==> src/rtl/inst_fetch_unit_if.sv <==
// Fetch-side bus bundle: instruction-memory address/data plus the decode valid/ready handshake.
// The fetch unit connects through 'master'; memory and decode models connect through 'slave'.
interface inst_fetch_unit_if #(
    parameter int ADDR_W = 32,
    parameter int DATA_W = 32
);
    logic [ADDR_W-1:0] inst_addr;
    logic [DATA_W-1:0] inst_in;
    logic              if_valid;
    logic              if_ready;
    logic [DATA_W-1:0] if_inst;
    logic [ADDR_W-1:0] if_pc;

    modport master (
        output inst_addr,
        input  inst_in,
        output if_valid,
        input  if_ready,
        output if_inst,
        output if_pc
    );

    modport slave (
        input  inst_addr,
        output inst_in,
        input  if_valid,
        output if_ready,
        input  if_inst,
        input  if_pc
    );
endinterface

==> src/rtl/inst_fetch_unit.sv <==
// Instruction fetch: owns the PC, reads a combinational instruction memory and buffers
// {PC+4, instruction} pairs in a small FIFO for decode; a taken branch flushes and redirects.
module inst_fetch_unit #(
    parameter int              ADDR_W   = 32,
    parameter int              DATA_W   = 32,
    parameter int              DEPTH    = 2,
    parameter logic [ADDR_W-1:0] RESET_PC = 32'h0000_0000
) (
    input  logic                clk,
    input  logic                rst,
    inst_fetch_unit_if.master   bus,
    input  logic                branch_taken,
    input  logic [ADDR_W-1:0]   branch_addr,
    output logic                fetch_stall
);
    localparam int PTR_W = (DEPTH > 1) ? $clog2(DEPTH) : 1;
    localparam int CNT_W = $clog2(DEPTH + 1);
    localparam logic [CNT_W-1:0]  DEPTH_C    = CNT_W'(DEPTH);
    localparam logic [CNT_W-1:0]  CNT_ONE    = CNT_W'(1);
    localparam logic [PTR_W-1:0]  PTR_ONE    = PTR_W'(1);
    localparam logic [ADDR_W-1:0] PC_STEP    = ADDR_W'(4);
    localparam logic [ADDR_W-1:0] ALIGN_MASK = ~ADDR_W'(3);

    logic [ADDR_W-1:0] pc_r, pc_nxt_s, pc_inc_s;
    logic [CNT_W-1:0]  count_r, count_nxt_s;
    logic [PTR_W-1:0]  wr_ptr_r, wr_ptr_nxt_s;
    logic [PTR_W-1:0]  rd_ptr_r, rd_ptr_nxt_s;
    logic [DATA_W-1:0] inst_mem_r [DEPTH];
    logic [ADDR_W-1:0] pc_mem_r   [DEPTH];
    logic              valid_s, pop_s, push_s;

    // Handshake decode: a full FIFO still accepts a push when the head leaves this cycle.
    always_comb begin
        valid_s  = (count_r != '0);
        pop_s    = valid_s & bus.if_ready;
        push_s   = !branch_taken & ((count_r < DEPTH_C) | pop_s);
        pc_inc_s = pc_r + PC_STEP;
    end

    // Next-state for PC, pointers and occupancy; a branch discards everything, including a popping head.
    always_comb begin
        pc_nxt_s     = pc_r;
        count_nxt_s  = count_r;
        wr_ptr_nxt_s = wr_ptr_r;
        rd_ptr_nxt_s = rd_ptr_r;
        if (branch_taken) begin
            pc_nxt_s     = branch_addr & ALIGN_MASK;
            count_nxt_s  = '0;
            wr_ptr_nxt_s = '0;
            rd_ptr_nxt_s = '0;
        end else begin
            if (push_s) begin
                pc_nxt_s     = pc_inc_s;
                wr_ptr_nxt_s = wr_ptr_r + PTR_ONE;
            end else begin
                pc_nxt_s     = pc_r;
                wr_ptr_nxt_s = wr_ptr_r;
            end
            if (pop_s) begin
                rd_ptr_nxt_s = rd_ptr_r + PTR_ONE;
            end else begin
                rd_ptr_nxt_s = rd_ptr_r;
            end
            case ({push_s, pop_s})
                2'b10:   count_nxt_s = count_r + CNT_ONE;
                2'b01:   count_nxt_s = count_r - CNT_ONE;
                default: count_nxt_s = count_r;
            endcase
        end
    end

    // Control state register with synchronous reset taking priority over branch/push/pop.
    always_ff @(posedge clk) begin
        if (rst) begin
            pc_r     <= RESET_PC;
            count_r  <= '0;
            wr_ptr_r <= '0;
            rd_ptr_r <= '0;
        end else begin
            pc_r     <= pc_nxt_s;
            count_r  <= count_nxt_s;
            wr_ptr_r <= wr_ptr_nxt_s;
            rd_ptr_r <= rd_ptr_nxt_s;
        end
    end

    // FIFO storage: each entry holds the fetched word and the address following it.
    always_ff @(posedge clk) begin
        if (rst) begin
            for (int i = 0; i < DEPTH; i++) begin
                inst_mem_r[i] <= '0;
                pc_mem_r[i]   <= '0;
            end
        end else if (push_s) begin
            inst_mem_r[wr_ptr_r] <= bus.inst_in;
            pc_mem_r[wr_ptr_r]   <= pc_inc_s;
        end
    end

    // Head presentation from registered storage; empty FIFO shows zeros.
    always_comb begin
        bus.inst_addr = pc_r;
        bus.if_valid  = valid_s;
        if (valid_s) begin
            bus.if_inst = inst_mem_r[rd_ptr_r];
            bus.if_pc   = pc_mem_r[rd_ptr_r];
        end else begin
            bus.if_inst = '0;
            bus.if_pc   = '0;
        end
        fetch_stall = (count_r == DEPTH_C) & !pop_s & !branch_taken;
    end
endmodule

==> src/flat_wrapper.sv <==
// flat-port wrapper written by rule: the top's interface ports become plain ports
module inst_fetch_unit_flat 
#(
    parameter int              ADDR_W   = 32,
    parameter int              DATA_W   = 32,
    parameter int              DEPTH    = 2,
    parameter logic [ADDR_W-1:0] RESET_PC = 32'h0000_0000
)
  (clk, rst, branch_taken, branch_addr, fetch_stall, bus_inst_addr, bus_inst_in, bus_if_valid, bus_if_ready, bus_if_inst, bus_if_pc);
  inst_fetch_unit_if #(.ADDR_W(ADDR_W), .DATA_W(DATA_W)) bus_i ();
  input  logic clk;
  input  logic rst;
  input  logic branch_taken;
  input  logic [ADDR_W-1:0] branch_addr;
  output logic fetch_stall;
  output wire logic [$bits(bus_i.inst_addr)-1:0] bus_inst_addr;
  input wire logic [$bits(bus_i.inst_in)-1:0] bus_inst_in;
  output wire logic [$bits(bus_i.if_valid)-1:0] bus_if_valid;
  input wire logic [$bits(bus_i.if_ready)-1:0] bus_if_ready;
  output wire logic [$bits(bus_i.if_inst)-1:0] bus_if_inst;
  output wire logic [$bits(bus_i.if_pc)-1:0] bus_if_pc;
  assign bus_inst_addr = bus_i.inst_addr;
  assign bus_i.inst_in = bus_inst_in;
  assign bus_if_valid = bus_i.if_valid;
  assign bus_i.if_ready = bus_if_ready;
  assign bus_if_inst = bus_i.if_inst;
  assign bus_if_pc = bus_i.if_pc;
  inst_fetch_unit #(.ADDR_W(ADDR_W), .DATA_W(DATA_W), .DEPTH(DEPTH), .RESET_PC(RESET_PC)) u_core (.clk(clk), .rst(rst), .bus(bus_i), .branch_taken(branch_taken), .branch_addr(branch_addr), .fetch_stall(fetch_stall));
endmodule
==> config.mk <==
export PLATFORM = sky130hd
export DESIGN_NAME = inst_fetch_unit_flat
export DESIGN_NICKNAME = d
export VERILOG_FILES = /design/src/rtl/inst_fetch_unit_if.sv /design/src/rtl/inst_fetch_unit.sv /design/src/flat_wrapper.sv
export SDC_FILE = /design/constraint.sdc
export NUM_CORES = 1
export LEC_CHECK = 0
export CORE_MARGIN = 1.5
export CORE_UTILIZATION = 53
export CTS_BUF_LIST = sky130_fd_sc_hd__clkbuf_8
export CTS_CLUSTER_DIAMETER = 30
export CTS_CLUSTER_SIZE = 28
export DETAILED_ROUTE_END_ITERATION = 8
export PLACE_DENSITY = 0.86
export SETUP_SLACK_MARGIN = 0.1
export SLEW_MARGIN = 20
export SYNTH_ARGS = -nofsm -noshare
export SYNTH_HDL_FRONTEND = slang
export SYNTH_SLANG_ARGS = --single-unit
==> constraint.sdc <==
create_clock -name clk -period 11.2 [get_ports clk]
set_input_delay 2.8 -clock clk [delete_from_list [all_inputs] [get_ports clk]]
set_output_delay 2.8 -clock clk [all_outputs]
set_load 0.005 [all_outputs]
; ---- Word level (Yosys, flattened, before mapping)
; Memories as Yosys holds them, arrays and structs flattened. A register that Yosys moved wholly into a read port is not among the register bits.
; Cells that the tools add are included.
[totals]
regBits = 36
ram_bits = 128
inputBits = 68
out_inout_bits = 98
word_cells = 49
mem_count = 2
[mem_list]
columns = memory, words, width, rd, rd_ports_with_merged_regs, write_ports, line_no
row1 = u_core.inst_mem_r, 2, 32, 1, 1, 2, inst_fetch_unit.sv:28  ; logic [DATA_W-1:0] inst_mem_r [DEPTH];
row2 = u_core.pc_mem_r, 2, 32, 1, 1, 2, inst_fetch_unit.sv:29  ; logic [ADDR_W-1:0] pc_mem_r [DEPTH];
[classes]
addsub = 5
order_cmp = 1
eq_ne = 3
muxes = 20
n_bitwise = 5
n_reduce_logical = 8
[op_table]
columns = op, count
row1 = $mux W32, 6
row2 = $reduce_or A32 Y1, 2
row3 = $add A32 B3 Y32 const B, 1
row4 = $mux W1, 13
row5 = $reduce_bool A2 Y1, 3
row6 = $and A1 B1 Y1, 4
row7 = $eq A2 B2 Y1 const B, 2
row8 = $pmux W2 S2, 1
row9 = $add A1 B1 Y1 const B, 2
row10 = $add A2 B1 Y2 const B, 1
row11 = $eq A2 B1 Y1 const B, 1
row12 = $logic_not A1 Y1, 2
row13 = $lt A2 B2 Y1 const B, 1
row14 = $reduce_or A2 Y1, 1
row15 = $sub A2 B1 Y2 const B, 1
row16 = $or A1 B1 Y1, 1

; ---- Longest topological paths before layout
; Gate-level depths: netlist of the first run.
[logic_depth]
depth_word = 9
mapped_depth = 9
depth_no_buf = 7

; ---- Least setup slack after synthesis of the first run
; OpenSTA, ideal clock, no wires.
[synth_timing]
path_type = input port to flip-flop
from = in branch_taken
to = mem u_core.inst_mem_r[0][0] (enable)
setup_time_ns = 0.568
arrival_time_ns = 8.162
t_required_ns = 10.632
slack_ns = 2.471
stages = 6
n_path_buf = 3
path_cell_list = clkbuf_1 inv_1 clkbuf_1 buf_1 nand2_1 o21ai_0
[synth_rtl]
columns = element, line_no
row1 = from (decl), flat_wrapper.sv:13  ; input logic branch_taken;
row2 = to (decl), inst_fetch_unit.sv:28

; ---- Final worst setup path of the first run
[layout_timing]
from = in branch_taken
to = out fetch_stall
[layout_via]
elab_chain_cells = 2
[layout_rtl]
columns = element, line_no
row1 = $logic_not A1 Y1, inst_fetch_unit.sv:111  ; fetch_stall = (count_r == DEPTH_C) & !pop_s & !branch_taken;
row2 = $and A1 B1 Y1, inst_fetch_unit.sv:111
row3 = to (decl), flat_wrapper.sv:15  ; output logic fetch_stall;
; Every way passes these cells.

==> results by group, run 1 <==
Final layout
  – Fin cells: 1071
  – Fraction of layout cells with a size suffix above 1: 5.98%
  – Post-route cell area: 0.0100 mm^2
  – Nets: 944
  – Diode count: 0
  – Layout area overhead: 26.1%

Floorplanning
  – Die width: 125 um
  – Initial Util: 54.5%
  – I/O pin total: 166
  – Die H: 125 um
  – Core ar.: 0.0146 mm^2
  – Area of the die: 0.0157 mm^2
  – # rows: 44

Global route
  – Initial antenna violation count: 0
  – Vias in the first global route: 6042
  – Gr ovfl total: 0
  – Largest net degree at the start of global routing: 64
  – Global-route wire length before repair: 30200 um
  – GRT Util Overall: 24.4%

Timing
  – Fin crit period: 7.27 ns
  – Rel. slew slack: 25.5%
  – RSZ-0062 raised after global routing: false
  – Highest clock rate: 0.138 GHz
  – Fraction of the cycle the final worst path needs: 64.9%
  – Total negative slack: 0 ns
  – Setup violators final: 0
  – Worst-margin pin slew: 1.12 ns
  – Max Slew Vio Count: 0
  – Hold_ws: 0.530 ns
  – Final Hold Fails: 0
  – Final Skew: 0.0114 ns

Synth
  – Top_reg_cell synth: edfxtp_1
  – #FFs+latches synth: 159
  – Avg Synthesized Cell Area: 10.6 um^2
  – Seq/Total Area, Yosys: 55.7%
  – Ys Warns: 0
  – Post-synth top area cell: edfxtp_1
  – Post-synth EDFFs: 124
  – Synth Area in Adders: 0.315%
  – Compound-Gate Fraction of Synth Area: 8.15%
  – Mapped Cells: 747
  – Most numerous cell in the Yosys netlist: edfxtp_1
  – Synth Area in Simple Gates: 21.4%
  – Largest family of logic cells by synthesized area: simple AND/OR/NAND/NOR gates
  – Post-synthesis xor/xnor area fraction: 2.64%
  – Multiplexer area fraction after synthesis: 8.06%
  – Asr flop ratio synth: 0%
  – Synthesized area: 0.00795 mm^2
  – Synth cell count leaders: 124 x edfxtp_1, 118 x nor2_1, 68 x and2_1
  – Dominant cells by area after synthesis: edfxtp_1 47%, dfxtp_1 8.8%, mux2i_1 8.1%
  – Yosys top cell area share: 46.9%
  – Post-synthesis cell type count: 44

Critical path
  – Critical R2R Launch: u_core.count_r[1]$_SDFFE_PP0P_
  – CP max stage delay: 0.80 ns
  – CP endpoint kind: primary output
  – Worst path cell trace: clkdlybuf4s50_1 -> nor3_1 -> clkdlybuf4s50_1
  – Reg2reg end: u_core.pc_mem_r[1][11]$_SDFFCE_PN0P_
  – R2R Setup Slk: 8.41 ns
  – Worst-path maximum fanout: 20
  – Most common cell on crit path: clkdlybuf4s50_1
  – CP delay by family, top: buffers and inverters
  – Crit path DAT: 4.47 ns
  – CP startpoint: branch_taken
  – Crit path buffers/inverters: 2
  – CP max-delay cell: clkdlybuf4s50_1
  – CP Class: primary input to primary output
  – Worst R2R Path Depth: 4
  – CP startpoint kind: primary input
  – Req. time, crit path: 8.40 ns

Clocking
  – Post-CTS Setup Bufs: 0
  – Clk slew on worst S/H paths: 0.08 ns
  – Clock sinks: 159
  – Htree depth: 4
  – Clk root buf: clkbuf_8
  – TritonCTS Buffers: 17
  – Clock Path Buffers: 2
  – TritonCTS clock tree: yes
  – Post_cts resized: 0
  – Hold buffers post-CTS: 0
  – Clock Latency Late Sink: 0.45 ns

Power and ir drop
  – Peak supply drop: 0.0794 mV
  – Leakage: 3.28 nW
  – Total chip power: 1.27 mW
  – Pwr Density: 127 mW/mm^2

Drt
  – Number of routed nets with antenna violations: 0
  – Via count: 6294
  – Final WL: 19200 um
  – Drt pass-1 iters: 5
  – DRC: 0
  – Vias per inst: 5.88
  – WL/cell: 17.9 um
  – Initial DRC count: 517

Place
  – Inst Count DP: 1039
  – HPWL after DPL: 12600 um
  – IO Port Bufs: 159
  – Post-placement cell area: 0.00963 mm^2
  – GPL Wtd Cong: 0.930

Flow run
  – Max Cap Violations: 0

Worst hold path
  – Hold Startpoint: u_core.rd_ptr_r$_SDFFE_PP0P_
  – Hold Crit Class: flop to flop
  – Worst Hold Depth: 2

Status
  – Outcome: complete, no violations
-- routing by layer --
metal | global-route usage [%] | vias to the layer above | share of wire, %
li1 | - | 2974 | -
met1 | 32.1 | 3010 | 41
met2 | 39.5 | 278 | 49
met3 | 5.09 | 32 | 7.8
met4 | 9.76 | 0 | 2.2
met5 | 0 | - | 0
-- kinds of logic after synthesis --
logic type                 count (synthesis)
adders and majority gates                  2
and+or+nand+nor                          325
other                                      1
AOI/OAI and AO/OA                        100
buffers and inverters                     72
xor gates and xnor gates                  24
DFF                                      159
muxes                                     64
-- area by class of cell --
| type | count | area (um^2) |
|---|---|---|
| well taps | 184 | 230 |
| multi-input cells | 519 | 3280 |
| clock inverters | 14 | 143 |
| clock buffers | 18 | 248 |
| fillers | 1093 | 4570 |
| flip-flops and latches | 159 | 4430 |
| inverters | 10 | 37.5 |
| repair buffers | 167 | 1650 |
-- flip-flops by register name, indices dropped and copies added, names as in the netlist, named ones only --
| signal | flops |
|---|---|
| u_core.bus.inst_addr | 30 |
| u_core.wr_ptr_r | 1 |
| u_core.count_r | 2 |
| u_core.rd_ptr_r | 1 |
| u_core.inst_mem_r | 64 |
| u_core.pc_mem_r | 60 |
-- worst min-delay path, delay by kind of cell, from the launching register on --
family           cells  cell delay [ns]
XOR/XNOR             1             0.09
flip-flops           1             0.33
AND/OR/NAND/NOR      1             0.08
-- how the worst max path moves through the flow --
| stage | to | slack [ns] | cells after the start |
|---|---|---|---|
| CTS | fetch_stall | 3.97 | 3 |
| detailed placement | fetch_stall | 3.99 | 3 |
| finish | fetch_stall | 3.93 | 3 |
| global placement | fetch_stall | 3.96 | 3 |
| global route | fetch_stall | 3.84 | 3 |
| floorplan | u_core.inst_mem_r[0][0]$_SDFFCE_PN0P_ | 2.47 | 6 |
-- where the power goes --
group | internal (mW) | total, mW | switching [mW]
registers | 0.674 | 0.703 | 0.0293
logic | 0.0778 | 0.151 | 0.0736
clock network | 0.204 | 0.417 | 0.214
-- through the flow --
step                      util [%]  setup WS [ns]
after floorplan                  -           2.47
after global placement        65.9           3.96
after detailed placement      66.0           3.99
after CTS                     68.7           3.97
after global routing          68.7           3.84
final                         68.7           3.93
-- layout by cell type, fill, tap and decap left out, types with 6 or more instances in the layout --
master,count
a211oi_1,9
and3_1,6
edfxtp_1,124
nor4_1,12
clkbuf_8,18
nor2_1,117
o31ai_1,14
inv_1,11
and4_1,7
or4_1,10
clkdlybuf4s50_1,159
xor2_1,10
o21ai_0,20
a311oi_1,14
nand4_1,16
buf_4,8
nor3_1,8
dfxtp_1,34
or3_1,17
nand2_1,25
mux2i_1,64
and2_1,68
xnor2_1,14
a21oi_1,32
nand3_1,20
Power figures use the tool's default switching activity.
==> run 2, diff against run 1 <==
--- a/config.mk
+++ b/config.mk
@@ -6,12 +6,12 @@
 export NUM_CORES = 1
 export LEC_CHECK = 0
 export CORE_MARGIN = 1.5
-export CORE_UTILIZATION = 53
+export CORE_UTILIZATION = 48
 export CTS_BUF_LIST = sky130_fd_sc_hd__clkbuf_8
 export CTS_CLUSTER_DIAMETER = 30
 export CTS_CLUSTER_SIZE = 28
 export DETAILED_ROUTE_END_ITERATION = 8
-export PLACE_DENSITY = 0.86
+export PLACE_DENSITY = 0.83
 export SETUP_SLACK_MARGIN = 0.1
 export SLEW_MARGIN = 20
 export SYNTH_ARGS = -nofsm -noshare
==> constraint.sdc (replaced) <==
create_clock -name clk -period 6.45 [get_ports clk]
set_input_delay 1.6125 -clock clk [delete_from_list [all_inputs] [get_ports clk]]
set_output_delay 1.6125 -clock clk [all_outputs]
set_load 0.005 [all_outputs]
==> run 2 against run 1 <==
  * Final area grew 1.4%
  * Flip-flop and latch count stayed put
  * Clock skew down 0.0017 ns
  * Via count decreased by 0.52%
  * Register-to-register slack got worse by 4.7 ns
  * Worst hold slack lost 0.0028 ns
  * Sequential share of layout area is 0.60 points lower
  * Total power up 80%
  * Critical path type unchanged
  * Critical endpoint unchanged
==> results by group, run 2 (synthesis gave the netlist of run 1 again) <==
Clocking
  – Post-CTS Setup Bufs: 0 (unchanged)
  – Clock Latency Late Sink: 0.45 ns (about the same)
  – Post_cts resized: 0 (unchanged)
  – TritonCTS Buffers: 17 (unchanged)
  – Clock sinks: 159 (unchanged)
  – TritonCTS clock tree: yes (unchanged)
  – Clock Path Buffers: 2 (unchanged)
  – Htree depth: 4 (unchanged)
  – Clk slew on worst S/H paths: 0.09 ns (was 0.08 ns)
  – Hold buffers post-CTS: 0 (unchanged)
  – Clk root buf: clkbuf_8 (unchanged)

Critical path
  – Worst-path maximum fanout: 20 (unchanged)
  – Worst R2R Path Depth: 5 (was 4)
  – Critical R2R Launch: u_core.bus.inst_addr[2]$_SDFFE_PP0P_ (was u_core.count_r[1]$_SDFFE_PP0P_)
  – Crit path DAT: 3.30 ns (was 4.47 ns)
  – R2R Setup Slk: 3.74 ns (was 8.41 ns)
  – Reg2reg end: u_core.bus.inst_addr[26]$_SDFFE_PP0P_ (was u_core.pc_mem_r[1][11]$_SDFFCE_PN0P_)
  – CP endpoint kind: primary output (unchanged)
  – CP startpoint kind: primary input (unchanged)
  – Req. time, crit path: 4.84 ns (was 8.40 ns)
  – CP Class: primary input to primary output (unchanged)

Global route
  – Vias in the first global route: 5841 (was 6042)
  – Gr ovfl total: 0 (unchanged)
  – GRT Util Overall: 22.6% (was 24.4%)
  – Global-route wire length before repair: 30600 um (was 30200 um)
  – Largest net degree at the start of global routing: 63 (was 64)
  – Initial antenna violation count: 0 (unchanged)

Power and ir drop
  – Logic gate share of total power: 11.5% (was 11.9%)
  – Sw Ratio: 24.4% (was 24.9%)
  – Pwr Density: 226 mW/mm^2 (was 127 mW/mm^2)
  – Leakage: 3.33 nW (was 3.28 nW)
  – Total chip power: 2.29 mW (was 1.27 mW)
  – Peak supply drop: 0.146 mV (was 0.0794 mV)
  – Clock network power share: 35.4% (was 32.8%)
  – Int Pwr: 1.73 mW (was 0.955 mW)
  – NetSw: 0.560 mW (was 0.317 mW)
  – Seq pwr share: 53.1% (was 55.3%)

Timing
  – Worst-margin pin slew: 1.02 ns (was 1.12 ns)
  – Rel. slew slack: 31.7% (was 25.5%)
  – Fraction of the cycle the final worst path needs: 76.2%
  – Setup violators final: 0 (unchanged)
  – RSZ-0062 raised after global routing: false (unchanged)
  – Hold_ws: 0.528 ns (was 0.530 ns)
  – Final Skew: 0.00969 ns (was 0.0114 ns)
  – Total negative slack: 0 ns (unchanged)
  – Final Hold Fails: 0 (unchanged)
  – Highest clock rate: 0.204 GHz
  – Fin crit period: 4.91 ns
  – Max Slew Vio Count: 0 (unchanged)

Floorplanning
  – Core ar.: 0.0160 mm^2 (was 0.0146 mm^2)
  – Area of the die: 0.0173 mm^2 (was 0.0157 mm^2)
  – Die width: 132 um (was 125 um)
  – Die H: 132 um (was 125 um)
  – Initial Util: 49.7% (was 54.5%)
  – I/O pin total: 166 (unchanged)
  – # rows: 46 (was 44)

Final layout
  – Diode count: 0 (unchanged)
  – Post-route cell area: 0.0102 mm^2 (was 0.0100 mm^2)
  – Biggest register: u_core.inst_mem_r (unchanged)
  – Commonest non-fill, non-tap cell in the layout: clkdlybuf4s50_1 (unchanged)
  – Layout area overhead: 27.8% (was 26.1%)
  – Max reg flops: 64 (unchanged)
  – Fillers: 1311 (was 1093)
  – Nets: 948 (was 944)
  – Most frequent cells in the layout: 159 x clkdlybuf4s50_1, 124 x edfxtp_1, 117 x nor2_1, 68 x and2_1, 64 x mux2i_1 (unchanged)
  – Fraction of layout cells with a size suffix above 1: 6.29% (was 5.98%)

Drt
  – Number of routed nets with antenna violations: 0 (unchanged)
  – Via count: 6261 (was 6294)
  – Vias per inst: 5.66 (was 5.88)
  – WL/cell: 17.7 um (was 17.9 um)
  – DRC: 0 (unchanged)
  – Final WL: 19600 um (was 19200 um)
  – Drt pass-1 iters: 5 (unchanged)
  – Initial DRC count: 535 (was 517)

Worst hold path
  – Worst Hold Depth: 2 (unchanged)
  – Hold Startpoint: u_core.rd_ptr_r$_SDFFE_PP0P_ (unchanged)
  – Hold Crit Class: flop to flop (unchanged)

Place
  – IO Port Bufs: 159 (unchanged)
  – HPWL after DPL: 13000 um (was 12600 um)
  – Post-placement cell area: 0.00969 mm^2 (was 0.00963 mm^2)
  – GPL Wtd Cong: 0.900 (was 0.930)

Status
  – Outcome: complete, no violations (unchanged)

Flow run
  – Max Cap Violations: 0 (unchanged)
-- run 2: worst max path at each step --
stage	slack (ns)	endpoint	startpoint
2_1_floorplan	0.58	u_core.inst_mem_r[0][0]$_SDFFCE_PN0P_	branch_taken
3_3_place_gp	1.56	fetch_stall	branch_taken
3_5_place_dp	1.54	fetch_stall	branch_taken
4_1_cts	1.54	fetch_stall	branch_taken
5_1_grt	1.47	fetch_stall	branch_taken
6_report	1.54	fetch_stall	branch_taken
-- run 2: cell type report --
class / count / area, um^2 / area share, %
clock buffers: 17 / 234 / 2.30
repair buffers: 171 / 1710 / 16.8
well taps: 216 / 270 / 2.66
multi-input cells: 519 / 3270 / 32.2
inverters: 10 / 37.5 / 0.370
flip-flops and latches: 159 / 4430 / 43.6
clock inverters: 15 / 210 / 2.07
-- run 2: power by group through the flow --
| stage | combinational [mW] | sequential (mW) | clock, mW |
|---|---|---|---|
| finish | 0.265 | 1.22 | 0.811 |
| global route | 0.288 | 1.23 | 0.867 |
| CTS | 0.264 | 1.22 | 0.825 |
| global placement | 0.258 | 1.24 | 0 |
| detailed placement | 0.263 | 1.24 | 0 |
| floorplan | 0.138 | 1.22 | 0 |
-- run 2: critical path: stages --
cell and delay (ns):
clkdlybuf4s50_1 0.78, nor3_1 0.32, clkdlybuf4s50_1 0.58
-- run 2: routing by layer --
| layer | up-vias | wire length [um] | GRT usage, % | part of all wire, % |
|---|---|---|---|---|
| met5 | - | 0 | 0 | 0 |
| met4 | 0 | 423 | 8.40 | 2.2 |
| met3 | 35 | 1520 | 4.40 | 7.7 |
| met2 | 288 | 9420 | 37.4 | 48 |
| met1 | 2961 | 8260 | 29.7 | 42 |
| li1 | 2977 | - | - | - |
-- run 2: per-stage QoR --
step	cells	worst slack (ns)	utilization [%]
floorplan	750	0.580	-
detailed placement	1074	1.54	60.6
global route	1107	1.47	63.5
finish	1107	1.54	63.5
CTS	1106	1.54	63.4
global placement	1074	1.56	60.6
==> run 3, diff against run 2 <==
==> constraint.sdc (replaced) <==
create_clock -name clk -period 4.25 [get_ports clk]
set_input_delay 1.0625 -clock clk [delete_from_list [all_inputs] [get_ports clk]]
set_output_delay 1.0625 -clock clk [all_outputs]
set_load 0.005 [all_outputs]
==> run 3 against run 2 <==
  * Worst setup slack lost 0.91 ns
  * Sequential share of layout area about the same
  * Critical path depth is 1 higher
  * Worst hold slack got worse by 0.0039 ns
  * Global-route usage is 0.067 points higher
  * Via count shrank 0.37%
  * Register-to-register slack worse by 2.1 ns
  * Total power grew 50%
  * Cell count is essentially flat
  * Routed wire length is 1.9% lower
==> results by group, run 3 (synthesis gave the netlist of run 1 again) <==
Clocking
  – Clock Latency Late Sink: 0.45 ns (about the same)
  – TritonCTS clock tree: yes (unchanged)
  – Post-CTS Setup Bufs: 0 (unchanged)
  – Post_cts resized: 0 (unchanged)
  – TritonCTS Buffers: 17 (unchanged)
  – Clk root buf: clkbuf_8 (unchanged)
  – Clock sinks: 159 (unchanged)
  – Hold buffers post-CTS: 0 (unchanged)
  – Clock Path Buffers: 2 (unchanged)
  – Clk slew on worst S/H paths: 0.08 ns (was 0.09 ns)
  – Htree depth: 4 (unchanged)

Drt
  – Drt pass-1 iters: 5 (unchanged)
  – DRC: 0 (unchanged)
  – Initial DRC count: 447 (was 535)
  – Number of routed nets with antenna violations: 0 (unchanged)
  – Via count: 6238 (was 6261)
  – Final WL: 19300 um (was 19600 um)
  – Vias per inst: 5.63 (was 5.66)
  – WL/cell: 17.4 um (was 17.7 um)

Floorplanning
  – Initial Util: 49.7% (unchanged)
  – I/O pin total: 166 (unchanged)
  – # rows: 46 (unchanged)
  – Core ar.: 0.0160 mm^2 (unchanged)
  – Area of the die: 0.0173 mm^2 (unchanged)
  – Die width: 132 um (unchanged)
  – Die H: 132 um (unchanged)

Status
  – Outcome: complete, no violations (unchanged)

Critical path
  – Crit path DAT: 2.56 ns (was 3.30 ns)
  – CP Class: flop to primary output (was primary input to primary output)
  – Critical R2R Launch: u_core.bus.inst_addr[2]$_SDFFE_PP0P_ (unchanged)
  – CP startpoint kind: flop (was primary input)
  – Crit path buffers/inverters: 2 (unchanged)
  – CP max-delay cell: dfxtp_4 (was clkdlybuf4s50_1)
  – Worst path cell trace: buf_4 -> mux2i_1 -> nor2_1 -> clkdlybuf4s50_1 (was clkdlybuf4s50_1 -> nor3_1 -> clkdlybuf4s50_1)
  – CP max stage delay: 0.96 ns (was 0.78 ns)
  – Worst-path maximum fanout: 53 (was 20)
  – Req. time, crit path: 3.19 ns (was 4.84 ns)
  – R2R Setup Slk: 1.60 ns (was 3.74 ns)
  – CP endpoint kind: primary output (unchanged)
  – CP delay by family, top: flip-flops (was buffers and inverters)

Flow run
  – Max Cap Violations: 0 (unchanged)

Global route
  – Gr ovfl total: 0 (unchanged)
  – Vias in the first global route: 5929 (was 5841)
  – Global-route wire length before repair: 30900 um (was 30600 um)
  – Largest net degree at the start of global routing: 64 (was 63)
  – Initial antenna violation count: 0 (unchanged)
  – GRT Util Overall: 22.7% (was 22.6%)

Timing
  – Final Hold Fails: 0 (unchanged)
  – Final Skew: 0.00426 ns (was 0.00969 ns)
  – Highest clock rate: 0.276 GHz
  – Max Slew Vio Count: 0 (unchanged)
  – RSZ-0062 raised after global routing: false (unchanged)
  – Rel. slew slack: 37.6% (was 31.7%)
  – Worst-margin pin slew: 0.936 ns (was 1.02 ns)
  – Fin crit period: 3.63 ns
  – Total negative slack: 0 ns (unchanged)
  – Fraction of the cycle the final worst path needs: 85.3%
  – Setup violators final: 0 (unchanged)

Place
  – Post-placement cell area: 0.00972 mm^2 (was 0.00969 mm^2)
  – IO Port Bufs: 159 (unchanged)
  – Inst Count DP: 1076 (was 1074)
  – HPWL after DPL: 13000 um (about the same)
  – GPL Wtd Cong: 0.925 (was 0.900)

Worst hold path
  – Hold Crit Class: flop to flop (unchanged)
  – Hold Startpoint: u_core.rd_ptr_r$_SDFFE_PP0P_ (unchanged)

Power and ir drop
  – Leakage: 3.33 nW (about the same)
  – Pwr Density: 340 mW/mm^2 (was 226 mW/mm^2)
  – Peak supply drop: 0.159 mV (was 0.146 mV)

Final layout
  – Layout area overhead: 27.7% (was 27.8%)
  – Most frequent cells in the layout: 159 x clkdlybuf4s50_1, 124 x edfxtp_1, 117 x nor2_1, 68 x and2_1, 64 x mux2i_1 (unchanged)
  – Nets: 949 (was 948)
  – Biggest register: u_core.inst_mem_r (unchanged)
  – Final Util: 63.4% (was 63.5%)
  – Max reg flops: 64 (unchanged)
  – Fin cells: 1108 (was 1107)
  – Commonest non-fill, non-tap cell in the layout: clkdlybuf4s50_1 (unchanged)
  – Post-route cell area: 0.0101 mm^2 (was 0.0102 mm^2)
  – Fraction of layout cells with a size suffix above 1: 6.28% (was 6.29%)
  – Diode count: 0 (unchanged)
run 3: changes by cell type in the layout (fill, tap and decap cells not counted), sizes merged:
| cell | change |
|---|---|
| buf | +1 |
| clkinv | -3 |
| clkinvlp | +3 |
run 3: routing by layer:
metal / global-route usage, % / routed length (um)
met2: 35.4 / 8970
met3: 5.48 / 1400
met1: 29.7 / 8170
met4: 11.1 / 715
met5: 0 / 0
run 3: cell type report:
cell class | instances | area [um^2]
clock buffer | 17 | 234
clock inverter | 15 | 195
fill | 1314 | 5850
inverter | 10 | 37.5
multi-input combinational | 519 | 3270
sequential | 159 | 4430
tap | 216 | 270
timing repair buffer | 172 | 1710
run 3: final timing paths:
check | to | depth (start not counted)
worst max-delay path | bus_if_inst[7] | 4
worst min register to register | flop | 2
worst min-delay path | flop | 2
worst max register to register | u_core.bus.inst_addr[26]$_SDFFE_PP0P_ | 5
run 3: worst register-to-register path, cell delays in order, from the launching register on:
cell and delay, ns:
dfxtp_1 0.57, ha_1 0.32, and4_1 0.34, nand4_1 0.48, or4_1 0.59, a311oi_1 0.25
run 3: power breakdown:
| part | total, mW | internal (mW) | switching [mW] |
|---|---|---|---|
| Clock | 1.19 | 0.637 | 0.555 |
| Combinational | 0.405 | 0.210 | 0.195 |
| Sequential | 1.85 | 1.77 | 0.0762 |
run 3: through the flow:
stage	total power [mW]	worst slack [ns]	hold WS, ns
final	3.45	0.625	0.524
after global routing	3.59	0.423	0.577
after CTS	3.47	0.558	0.525
after detailed placement	2.29	0.884	0.505
after global placement	2.28	0.871	0.499
after floorplan	2.06	0.109	0.480
